===== config.mk =====
export PLATFORM = sky130hd
export DESIGN_NAME = wb_line_prefetch
export DESIGN_NICKNAME = d
export VERILOG_FILES = /design/src/rtl/wb_line_prefetch.sv
export SDC_FILE = /design/constraint.sdc
export NUM_CORES = 1
export LEC_CHECK = 0
export ABC_AREA = 1
export ABC_CLOCK_PERIOD_IN_PS = 3490
export BUFFER_PORTS_ARGS = -buffer_cell sky130_fd_sc_hd__buf_2
export CORE_MARGIN = 2
export CORE_UTILIZATION = 60
export CTS_CLUSTER_SIZE = 10
export DETAILED_ROUTE_END_ITERATION = 10
export PLACE_DENSITY = 0.83
export SETUP_SLACK_MARGIN = 0.02
export SYNTH_ARGS = -nofsm -noshare
export SYNTH_HDL_FRONTEND = slang
export SYNTH_SLANG_ARGS = --single-unit

===== constraint.sdc =====
create_clock -name wb_clk -period 3.49 [get_ports wb_clk]
set_clock_uncertainty 0.1 [all_clocks]
set_input_delay 0.1745 -clock wb_clk [delete_from_list [all_inputs] [get_ports wb_clk]]
set_output_delay 0.1745 -clock wb_clk [all_outputs]
set_load 0.02 [all_outputs]

===== src/rtl/wb_line_prefetch.sv =====
// rtl/wb_line_prefetch.sv - single-line read prefetch buffer between a CPU Wishbone master and a DDR port
// Optional hit/miss counters are enabled by defining WB_LINE_PREFETCH_STATS_EN.
module wb_line_prefetch #(
  parameter int ADDR_WIDTH      = 26,
  parameter int LINE_WORDS_LOG2 = 2
) (
  input  logic        wb_clk,
  input  logic        wb_rst,
  input  logic [31:0] wbs_adr_i,
  input  logic [31:0] wbs_dat_i,
  input  logic [3:0]  wbs_sel_i,
  input  logic        wbs_we_i,
  input  logic        wbs_cyc_i,
  input  logic        wbs_stb_i,
  input  logic [2:0]  wbs_cti_i,
  input  logic [1:0]  wbs_bte_i,
  output logic [31:0] wbs_dat_o,
  output logic        wbs_ack_o,
  output logic [31:0] wbm_adr_o,
  output logic [31:0] wbm_dat_o,
  output logic [3:0]  wbm_sel_o,
  output logic        wbm_we_o,
  output logic        wbm_cyc_o,
  output logic        wbm_stb_o,
  output logic [2:0]  wbm_cti_o,
  output logic [1:0]  wbm_bte_o,
  input  logic [31:0] wbm_dat_i,
  input  logic        wbm_ack_i,
  input  logic        inv_i
`ifdef WB_LINE_PREFETCH_STATS_EN
  ,
  output logic [15:0] hit_cnt_o,
  output logic [15:0] miss_cnt_o
`endif
);

  localparam int LINE_WORDS = 1 << LINE_WORDS_LOG2;
  localparam int OFF_BITS   = LINE_WORDS_LOG2 + 2;
  localparam int TAG_W      = ADDR_WIDTH - OFF_BITS;

  typedef logic [LINE_WORDS_LOG2-1:0] beat_t;
  localparam beat_t LAST_BEAT = beat_t'(LINE_WORDS - 1);

  typedef enum logic [1:0] {S_IDLE, S_FILL, S_WRITE, S_ACK} state_t;

  state_t           state_q, state_d;
  logic             valid_q, valid_d;
  logic [TAG_W-1:0] tag_q, tag_d;
  beat_t            beat_q, beat_d;
  logic [31:0]      line_q [LINE_WORDS];
  logic [31:0]      line_d [LINE_WORDS];
  logic [31:0]      sdat_q, sdat_d;
  logic             sack_q, sack_d;
  logic [31:0]      madr_q, madr_d;
  logic [31:0]      mdat_q, mdat_d;
  logic [3:0]       msel_q, msel_d;
  logic             mwe_q, mwe_d;
  logic             mcyc_q, mcyc_d;
  logic             mstb_q, mstb_d;
  logic [2:0]       mcti_q, mcti_d;
  logic [1:0]       mbte_q, mbte_d;
`ifdef WB_LINE_PREFETCH_STATS_EN
  logic [15:0]      hit_cnt_q, hit_cnt_d;
  logic [15:0]      miss_cnt_q, miss_cnt_d;
`endif

  logic  hit;
  beat_t wr_word;
  logic  unused;

  // Slave burst hints are deliberately dropped: every slave beat is a classic cycle.
  assign unused  = ^{wbs_cti_i, wbs_bte_i};
  // An invalidate arriving with the lookup wins, so the read refetches.
  assign hit     = valid_q && !inv_i && (tag_q == wbs_adr_i[ADDR_WIDTH-1:OFF_BITS]);
  assign wr_word = madr_q[OFF_BITS-1:2];

  always_comb begin
    state_d = state_q;
    valid_d = valid_q;
    tag_d   = tag_q;
    beat_d  = beat_q;
    line_d  = line_q;
    sdat_d  = sdat_q;
    sack_d  = 1'b0;
    madr_d  = madr_q;
    mdat_d  = mdat_q;
    msel_d  = msel_q;
    mwe_d   = mwe_q;
    mcyc_d  = mcyc_q;
    mstb_d  = mstb_q;
    mcti_d  = mcti_q;
    mbte_d  = mbte_q;
`ifdef WB_LINE_PREFETCH_STATS_EN
    hit_cnt_d  = hit_cnt_q;
    miss_cnt_d = miss_cnt_q;
`endif
    case (state_q)
      S_IDLE: begin
        if (wbs_cyc_i && wbs_stb_i) begin
          if (wbs_we_i) begin
            state_d = S_WRITE;
            madr_d  = wbs_adr_i;
            mdat_d  = wbs_dat_i;
            msel_d  = wbs_sel_i;
            mwe_d   = 1'b1;
            mcyc_d  = 1'b1;
            mstb_d  = 1'b1;
            mcti_d  = 3'b000;
            mbte_d  = 2'b00;
          end else if (hit) begin
            state_d = S_ACK;
            sack_d  = 1'b1;
            sdat_d  = line_q[wbs_adr_i[OFF_BITS-1:2]];
`ifdef WB_LINE_PREFETCH_STATS_EN
            if (hit_cnt_q != 16'hFFFF) hit_cnt_d = hit_cnt_q + 16'd1;
`endif
          end else begin
            state_d = S_FILL;
            beat_d  = '0;
            madr_d  = {wbs_adr_i[31:OFF_BITS], {OFF_BITS{1'b0}}};
            msel_d  = 4'hF;
            mwe_d   = 1'b0;
            mcyc_d  = 1'b1;
            mstb_d  = 1'b1;
            mcti_d  = 3'b010;
            mbte_d  = 2'b00;
`ifdef WB_LINE_PREFETCH_STATS_EN
            if (miss_cnt_q != 16'hFFFF) miss_cnt_d = miss_cnt_q + 16'd1;
`endif
          end
        end
      end
      S_FILL: begin
        if (wbm_ack_i) begin
          line_d[beat_q] = wbm_dat_i;
          beat_d         = beat_q + beat_t'(1);
          madr_d         = madr_q + 32'd4;
          if (beat_q == LAST_BEAT - beat_t'(1)) mcti_d = 3'b111;
          if (beat_q == LAST_BEAT) begin
            // The held slave read is then served from the buffer as an ordinary hit.
            state_d = S_IDLE;
            tag_d   = madr_q[ADDR_WIDTH-1:OFF_BITS];
            valid_d = 1'b1;
            madr_d  = madr_q;
            mcyc_d  = 1'b0;
            mstb_d  = 1'b0;
            mcti_d  = 3'b000;
          end
        end
      end
      S_WRITE: begin
        if (wbm_ack_i) begin
          state_d = S_ACK;
          sack_d  = 1'b1;
          mcyc_d  = 1'b0;
          mstb_d  = 1'b0;
          mwe_d   = 1'b0;
          if (valid_q && tag_q == madr_q[ADDR_WIDTH-1:OFF_BITS]) begin
            for (int b = 0; b < 4; b++) begin
              if (msel_q[b]) line_d[wr_word][8*b +: 8] = mdat_q[8*b +: 8];
            end
          end
        end
      end
      S_ACK: state_d = S_IDLE;
      default: state_d = S_IDLE;
    endcase
    if (inv_i) valid_d = 1'b0;
  end

  always_ff @(posedge wb_clk) begin
    if (wb_rst) begin
      state_q <= S_IDLE;
      valid_q <= 1'b0;
      tag_q   <= '0;
      beat_q  <= '0;
      for (int i = 0; i < LINE_WORDS; i++) line_q[i] <= '0;
      sdat_q  <= '0;
      sack_q  <= 1'b0;
      madr_q  <= '0;
      mdat_q  <= '0;
      msel_q  <= '0;
      mwe_q   <= 1'b0;
      mcyc_q  <= 1'b0;
      mstb_q  <= 1'b0;
      mcti_q  <= '0;
      mbte_q  <= '0;
`ifdef WB_LINE_PREFETCH_STATS_EN
      hit_cnt_q  <= '0;
      miss_cnt_q <= '0;
`endif
    end else begin
      state_q <= state_d;
      valid_q <= valid_d;
      tag_q   <= tag_d;
      beat_q  <= beat_d;
      line_q  <= line_d;
      sdat_q  <= sdat_d;
      sack_q  <= sack_d;
      madr_q  <= madr_d;
      mdat_q  <= mdat_d;
      msel_q  <= msel_d;
      mwe_q   <= mwe_d;
      mcyc_q  <= mcyc_d;
      mstb_q  <= mstb_d;
      mcti_q  <= mcti_d;
      mbte_q  <= mbte_d;
`ifdef WB_LINE_PREFETCH_STATS_EN
      hit_cnt_q  <= hit_cnt_d;
      miss_cnt_q <= miss_cnt_d;
`endif
    end
  end

  assign wbs_dat_o = sdat_q;
  assign wbs_ack_o = sack_q;
  assign wbm_adr_o = madr_q;
  assign wbm_dat_o = mdat_q;
  assign wbm_sel_o = msel_q;
  assign wbm_we_o  = mwe_q;
  assign wbm_cyc_o = mcyc_q;
  assign wbm_stb_o = mstb_q;
  assign wbm_cti_o = mcti_q;
  assign wbm_bte_o = mbte_q;
`ifdef WB_LINE_PREFETCH_STATS_EN
  assign hit_cnt_o  = hit_cnt_q;
  assign miss_cnt_o = miss_cnt_q;
`endif

endmodule

# Word level (Yosys, flattened, before mapping)

Cells that the tools add are included.

Flip-flop bits (word level): 263
Bits in latches: 0
Memory bits (writable): 0
Memory bits (read-only): 0
Input bits: 112
Output and inout port bits: 109
Word-level logic and storage cells: 149
Memories kept: 0

Add/subtract/negate cells: 2
Multiply operators: 0
Div/mod/pow operators: 0
Order comparisons: 5
Equality and inequality tests: 18
Shifts and indexed selects: 0
Multiplexer cells: 79
Bitwise gates (word level): 4
Reductions and logical operators: 24

Operator list:

| operator                | count |
|---|---|
| $mux W128               | 16 |
| $bwmux W128             | 5 |
| $demux W32 S2           | 5 |
| $mux W32                | 9 |
| $pmux W128 S2           | 1 |
| $bmux W32 S2            | 1 |
| $pmux W32 S2            | 1 |
| $eq A22 B22 Y1          | 2 |
| $add A32 B3 Y32 const B | 1 |
| $mux W24                | 1 |
| $mux W2                 | 11 |
| $mux W3                 | 6 |
| $ne A2 B2 Y1 const B    | 9 |
| $mux W16                | 1 |
| $reduce_and A4 Y1       | 4 |
| $reduce_and A5 Y1       | 3 |
| $mux W1                 | 13 |
| $ge A3 B3 Y1 const B    | 3 |
| $not A2 Y3              | 3 |
| $reduce_and A3 Y1       | 3 |
| $eq A2 B2 Y1 const B    | 4 |
| $mux W4                 | 2 |
| $mux W8                 | 1 |
| $pmux W2 S4             | 1 |
| 16 further kinds        | 26 |

# Longest topological paths before layout

Gate-level depths: netlist of the first run.

Depth after elaboration: 25
Mapped depth: 15
Gate-level depth less buffers: 12

# Least setup slack after synthesis of the first run

Ideal clock, no wire load.

Kind: register to register
Start point: register state_q[1]
End point: register line_q[48] in the netlist's numbering
Setup time: 0.113 ns
Data arrival time: 1.859 ns
Required time: 3.277 ns
Setup slack: 1.418 ns
Stages on the path, launching flop included: 12
Buffers on the path: 3
Clock period less this slack: 2.072 ns
Cells stage by stage: dfxtp_1 inv_1 ha_1 buf_2 inv_2 nor2_1 nor2_4 buf_6 nand4_2 buf_2 nor2_1 nor2_1

Cells in the longest elaborated chain, start to end: 3
Elaborated cells on any way between the ends: 8
Those cells by class: eq/ne (5); mux (1); reduce/logical (2)

Ends and longest elaborated chain:

| what                                                                       | line | RTL |
|---|---|---|
| start: declaration                                                         | 46   | `state_t state_q, state_d;` |
| start signal: assignment                                                   | 193  | `state_q <= state_d;` |
| $eq A2 B2 Y1 / $eq A2 B1 Y1 (equally long branches)                        | 97   | `case (state_q)` |
| $ne A2 B2 Y1 (no source line) / $reduce_bool A2 Y1 (equally long branches) | n/a  |  |
| $reduce_and A4 Y1 (no source line)                                         | n/a  |  |
| end signal: assignment                                                     | 197  | `line_q <= line_d;` |
| end: declaration                                                           | 50   | `logic [31:0] line_q [LINE_WORDS];` |

Parallel ways exist; a longest one is shown, timed or not.
A chain may end at the register's enable or synchronous reset.

# Final worst setup path of the first run

Start point: register state_q[1]
End point: register madr_q[27], in the netlist wbm_adr_o[27]

Cells in the longest elaborated chain, start to end: 3
Elaborated cells on any way between the ends: 9
Those cells by class: eq/ne (5); mux (1); reduce/logical (3)

Ends and longest elaborated chain:

| what                                                    | line | RTL |
|---|---|---|
| $eq A2 B1 Y1 / $logic_not A2 Y1 (equally long branches) | 97   |  |
| $ne A2 B2 Y1 (no source line) (tied with other cells)   | n/a  |  |
| $reduce_and A5 Y1 (no source line)                      | n/a  |  |
| end signal: assignment                                  | 200  | `madr_q <= madr_d;` |
| end: declaration                                        | 54   | `logic [31:0] madr_q, madr_d;` |

Parallel ways exist; a longest one is shown, timed or not.

==> flow_metrics.tcl, run 1 <==
set metrics [dict create \
    seq_area_frac_synth_pct 35.5 \
    cts_setup_buffers 0 \
    synth_xor_area_share_pct 0.657 \
    synth_ff_type "dfxtp_1" \
    drt-initial-drc-count 1716 \
    status "complete, no violations" \
    cts.sinks 260 \
    synthMuxAreaShare_pct 0 \
    maxSlewViolCount 0 \
    synthToLayoutAreaGrowth_pct 20.7 \
    syn_avg_cell_area_um2 6.11 \
    slew_headroom_pct 52.4 \
    layout-drive-gt1-share_pct 12.0 \
    finalSetupTns_ns 0 \
    setup_viol 0 \
    grt_pass1_wl_mm 76.5 \
    synth_compound_area_share_pct 14.8 \
    cts_tree "yes" \
    worstMarginPinSlew_ns 0.709 \
    firstDrtPassIters 6 \
    layout.nets 2777 \
    seqCellArea_um2 5200 \
    first_global_vias 15300 \
    dp_slack_ns 0.874 \
    synthCells 2400 \
    num-fill-cells 2009 \
    async_reset_ff_share_pct 0 \
    synth_area_um2 14700 \
    grt_max_degree 79 \
    grt_use_total_pct 36.2 \
    final.min_clock_period_ns 3.15 \
    path_buf_inv 5 \
    routed_via_density 5.55 \
    path_clk_slew_ns 0.06 \
    criticalPathCategory "reg -> reg" \
    cp_cell_sequence "inv_1 -> ha_1 -> inv_2 -> nor2_1 -> nor2_1 -> buf_4 -> nand3_1 -> buf_6 -> nand2_1 -> a21oi_1 -> dlygate4sd3_1" \
    cp.arrival_ns 3.54 \
    grt-ovfl-total 0 \
    cts_made_buffers 30 \
    crit_path_end_kind "flip-flop" \
    hold_viol_final 0 \
    fin_area_um2 17700 \
    start_kind "flip-flop" \
    synthSimpleGateAreaFrac_pct 36.5 \
    peakVddDrop_mv 0.409 \
    ys_ff_latch 260 \
    synth_fa_ha_area_share_pct 1.11 \
    drcViolationCount 0 \
    core_um2 24200 \
    avgRoutedWirePerCell_um 16.1 \
    synth_warnings 0 \
    hp-class "in -> reg" \
    clock_latency_ns 0.55 \
    crit_top_cell "nor2_1" \
    portBuffers 213 \
    ys_types 35 \
    core.rowCount 57 \
    antenna_found_initial 1 \
    clockBufferDepth 3 \
    p_leak_nw 8.82 \
    initial_core_util_pct 60.6 \
    dieArea_um2 25700 \
    crit_slowest_cell "dlygate4sd3_1" \
    p_per_area_nw_per_um2 607 \
    ant_nets 0 \
    vias 16600 \
    cp_max_fo 45 \
    rsz0062_at_grt "no" \
    die_width_um 160 \
    final_cell_mix "nand2_1, nor2_1, dfxtp_1, inv_1, buf_2" \
    hold_slack_ns 0.0241 \
    synth_edf_count 0 \
    multi_input_area_um2 7800 \
    cap_violations 0 \
    hpwl_mm 30.4 \
    dieHeight_um 160 \
    gp_congestion 0.973 \
    fin_ws_ns 0.344 \
    root_buffer "clkbuf_16" \
    crit_family "buffers and inverters" \
    io_pins 221 \
    routed_wl_mm 48.1 \
    dpl_cell_area_um2 15800 \
    synth_top_family_by_area "simple AND/OR/NAND/NOR gates" \
    fmax_ghz 0.318 \
    htreeDepth 1 \
    cp_slowest_stage_delay_ns 0.58 \
    fin_crit_sh_pct 90.1 \
    cp_data_required_time_ns 3.88 \
    final_common_cell "nand2_1" \
    utilization_pct 73.2 \
]
==> state kept, by name, indices dropped and copies added, names as in the netlist <==
| name | flops |
|---|---|
| wbm_sel_o | 4 |
| wbm_we_o | 1 |
| wbs_ack_o | 1 |
| valid_q | 1 |
| beat_q | 2 |
| wbm_cti_o | 2 |
| wbm_adr_o | 32 |
| wbm_dat_o | 32 |
| tag_q | 22 |
| state_q | 2 |
| wbm_stb_o | 1 |
| wbs_dat_o | 32 |
| line_q | 128 |
==> worst paths after layout <==
check | start | end | slack [ns] | depth (start not counted)
worst max-delay path | state_q[1] | wbm_adr_o[27] | 0.34 | 11
worst min-delay path | wbm_dat_i[30] | line_q[30] | 0.02 | 5
worst max register to register | state_q[1] | wbm_adr_o[27] | 0.34 | 11
worst min register to register | wbm_we_o | wbm_we_o | 0.37 | 2
==> power breakdown <==
part	switching [mW]	total, mW	leakage [nW]	internal (mW)
Clock	1.17	2.80	0.408	1.63
Combinational	2.74	4.06	6.31	1.32
Sequential	0.446	3.88	2.11	3.44
Total	4.35	10.7	8.82	6.39
==> Yosys cell counts (8+ instances only) <==
library cell,count,area (µm²)
clkbuf_1,86,323
nand3b_1,8,60.1
buf_2,26,130
a21oi_1,113,566
nor2_1,528,1980
dfxtp_1,260,5200
nand2_1,658,2470
nand4_4,10,213
inv_2,16,60.1
nor3_1,9,45.0
inv_1,249,935
o21ai_0,150,751
nand4_1,24,150
buf_6,11,124
nand3_1,60,300
o22ai_1,131,820
ha_1,13,163
==> logic make-up after synthesis <==
logic type | count (synthesis)
adders and majority gates | 13
DFF | 260
and+or+nand+nor | 1313
xor gates and xnor gates | 11
AOI/OAI and AO/OA | 399
other | 1
buffers and inverters | 403
==> metal layers <==
metal / global-route usage [%] / vias to the layer above / part of all wire (%)
met5: 0 / - / 0
met4: 12.8 / 0 / 3.4
met3: 6.51 / 146 / 10
li1: - / 8069 / -
met1: 48.4 / 7420 / 41
met2: 59.3 / 919 / 45
==> repair_timing <==
item                       4_1_cts  5_1_grt
gates resized for setup          0        1
setup endpoints to repair        0        3
hold endpoints to repair       139        0
hold buffers                   107        0
==> stage by stage <==
stage,power [mW],cells
floorplan,6.66,2401
global placement,7.61,2837
global route,11.3,2983
finish,10.7,2983
detailed placement,7.72,2837
CTS,10.6,2982
==> worst min-delay path: stages <==
cell     delay [ns]
buf_2          0.12
inv_1          0.10
o22ai_1        0.09
nor2_1         0.10
nor2_1         0.05
==> final cells by class <==
class                           instances  share of cell area [%]
Sequential cell                       260                    29.4
Antenna cell                            1                  0.0141
Timing Repair Buffer                  357                    13.9
Clock buffer                           38                    4.70
Multi-Input combinational cell       1738                    44.1
Inverter                              265                    5.65
Tap cell                              324                    2.29
(Power assumes the default switching activity.)
==> run 2: changes to the inputs <==
--- a/config.mk
+++ b/config.mk
@@ -6,13 +6,12 @@
 export NUM_CORES = 1
 export LEC_CHECK = 0
 export ABC_AREA = 1
-export ABC_CLOCK_PERIOD_IN_PS = 3490
+export ABC_CLOCK_PERIOD_IN_PS = 2690
 export BUFFER_PORTS_ARGS = -buffer_cell sky130_fd_sc_hd__buf_2
 export CORE_MARGIN = 2
-export CORE_UTILIZATION = 60
-export CTS_CLUSTER_SIZE = 10
+export CORE_UTILIZATION = 40
+export CTS_CLUSTER_SIZE = 12
 export DETAILED_ROUTE_END_ITERATION = 10
-export PLACE_DENSITY = 0.83
 export SETUP_SLACK_MARGIN = 0.02
 export SYNTH_ARGS = -nofsm -noshare
 export SYNTH_HDL_FRONTEND = slang
==> constraint.sdc (replaced) <==
create_clock -name wb_clk -period 2.69 [get_ports wb_clk]
set_clock_uncertainty 0.1 [all_clocks]
set_input_delay 0.1345 -clock wb_clk [delete_from_list [all_inputs] [get_ports wb_clk]]
set_output_delay 0.1345 -clock wb_clk [all_outputs]
set_load 0.02 [all_outputs]
==> run 2 against run 1 <==
Net effect:
- via count shrank 2.5%
- die area grew 49%
- clock power grew 54%
==> flow_metrics.tcl, run 2 (synthesis results as in run 1) <==
set metrics [dict create \
    setup_viol 0 \
    initial_core_util_pct 40.3 \
    firstDrtPassIters 7 \
    hold_depth 5 \
    rr_startpoint "state_q[1]" \
    p_total_mw 14.8 \
    num-fill-cells 3675 \
    hpwl_mm 33.4 \
    antenna_found_initial 0 \
    crit_family "buffers and inverters" \
    dieHeight_um 195 \
    gp_congestion 0.943 \
    core.rowCount 70 \
    crit_path_end_kind "flip-flop" \
    rsz0062_at_grt "yes" \
    fin_crit_sh_pct 95.0 \
    criticalPathCategory "reg -> reg" \
    final.min_clock_period_ns 2.56 \
    top_register "line_q" \
    worstMarginPinSlew_ns 0.699 \
    cp_data_required_time_ns 3.05 \
    layout-drive-gt1-share_pct 13.9 \
    cp_slowest_stage_delay_ns 0.57 \
    peakVddDrop_mv 0.524 \
    cp.arrival_ns 2.92 \
    p_per_area_nw_per_um2 801 \
    ant_nets 0 \
    path_clk_slew_ns 0.06 \
    cts.sinks 260 \
    final_common_cell "nand2_1" \
    grt_pass1_wl_mm 80.0 \
    cap_violations 0 \
    core_um2 36300 \
    grt-ovfl-total 0 \
    hold_viol_final 0 \
    fmax_ghz 0.391 \
    crit_end "wbm_adr_o[29]" \
    grt_max_degree 81 \
    rr_endpoint "wbm_adr_o[29]" \
    portBuffers 213 \
    crit_cells 10 \
    cp_max_fo 27 \
    avgRoutedWirePerCell_um 16.0 \
    dieArea_um2 38200 \
    drcViolationCount 0 \
    reg2reg_depth 10 \
    clockBufferDepth 3 \
    cts_tree "yes" \
    crit_slowest_cell "dlygate4sd3_1" \
    cts_made_buffers 31 \
    regToRegSetupSlack_ns 0.13 \
    drt-initial-drc-count 1314 \
    hp-class "in -> reg" \
    maxSlewViolCount 0 \
    grt_use_total_pct 26.0 \
    io_pins 221 \
    clock_latency_ns 0.59 \
    first_global_vias 14900 \
    final_cell_mix "nand2_1, nor2_1, dfxtp_1, inv_1, buf_2" \
    utilization_pct 50.9 \
    layout.nets 2811 \
    crit_path_start "state_q[1]" \
    routed_wl_mm 50.7 \
    root_buffer "clkbuf_16" \
    antenna_cells 0 \
    synthToLayoutAreaGrowth_pct 26.3 \
    routed_via_density 5.09 \
    path_buf_inv 4 \
    status "complete, no violations" \
    slew_headroom_pct 53.4 \
    cp_cell_sequence "inv_1 -> ha_2 -> buf_8 -> o21ai_1 -> nor2_1 -> nand3_1 -> buf_12 -> nand2_1 -> a21oi_1 -> dlygate4sd3_1" \
    start_kind "flip-flop" \
    die_width_um 195 \
    htreeDepth 1 \
    vias 16100 \
    p_leak_nw 9.12 \
    largest_reg_flops 128 \
]
==> run 2: through the flow <==
step / cell area, µm² / hold WS, ns / setup TNS, ns / setup slack [ns] / std cells
after global routing: 18500 / 0.197 / -0.0372 / -0.0256 / 3175
after detailed placement: 16200 / 0.252 / 0 / 0.207 / 3001
final: 18500 / 0.173 / 0 / 0.134 / 3175
after floorplan: 14700 / 0.104 / 0 / 0.618 / 2401
after CTS: 18300 / 0.137 / 0 / 0.0491 / 3166
after global placement: 16200 / 0.257 / 0 / 0.239 / 3001
==> run 2: layer usage <==
metal  part of all wire, %  up-vias  global-route usage [%]
met5                     0        -                       0
met4                   2.0        0                    6.59
met3                   6.9       78                    3.40
met2                    45      569                    42.8
met1                    46     7352                    35.9
li1                      -     8147                       -
==> run 2: how the worst min path moves through the flow <==
stage / start / to / slack (ns)
finish: wbs_stb_i / wbm_sel_o[3] / 0.17
global route: wbs_dat_i[13] / wbm_dat_o[13] / 0.20
CTS: wbs_stb_i / wbm_sel_o[3] / 0.14
detailed placement: inv_i / valid_q / 0.25
global placement: wbs_dat_i[11] / wbm_dat_o[11] / 0.26
floorplan: wb_rst / wbm_adr_o[1] / 0.10
==> run 2: layout make-up <==
class	count	area, µm²	share of cell area (%)
inverter	265	1000	5.41
clock buffer	44	925	4.99
multi-input combinational	1738	7860	42.4
sequential	260	5210	28.1
tap	468	586	3.16
clock inverter	10	115	0.622
timing repair buffer	390	2820	15.2
==> run 2: power breakdown <==
part,internal [mW],switching (mW),total (mW),leakage (nW)
sequential,4.46,0.530,4.99,2.11
combinational,1.89,3.66,5.55,6.48
clock,2.56,1.74,4.30,0.523
==> run 2: worst register-to-register path: cells and delay by family (launching register included) <==
kind                     cells  cell delay, ns
buffers and inverters        4            1.14
AND/OR/NAND/NOR              3            0.43
flip-flops                   1            0.34
adder cells (fa/ha/maj)      1            0.27
AO/OA/AOI/OAI                2            0.17
==> run 2: timing repair <==
item	4_1_cts	5_1_grt
endpoints found under the setup margin	0	70
setup buffers	0	8
endpoints found under the hold margin	199	0
hold buffers	111	0
gates resized for setup	0	23
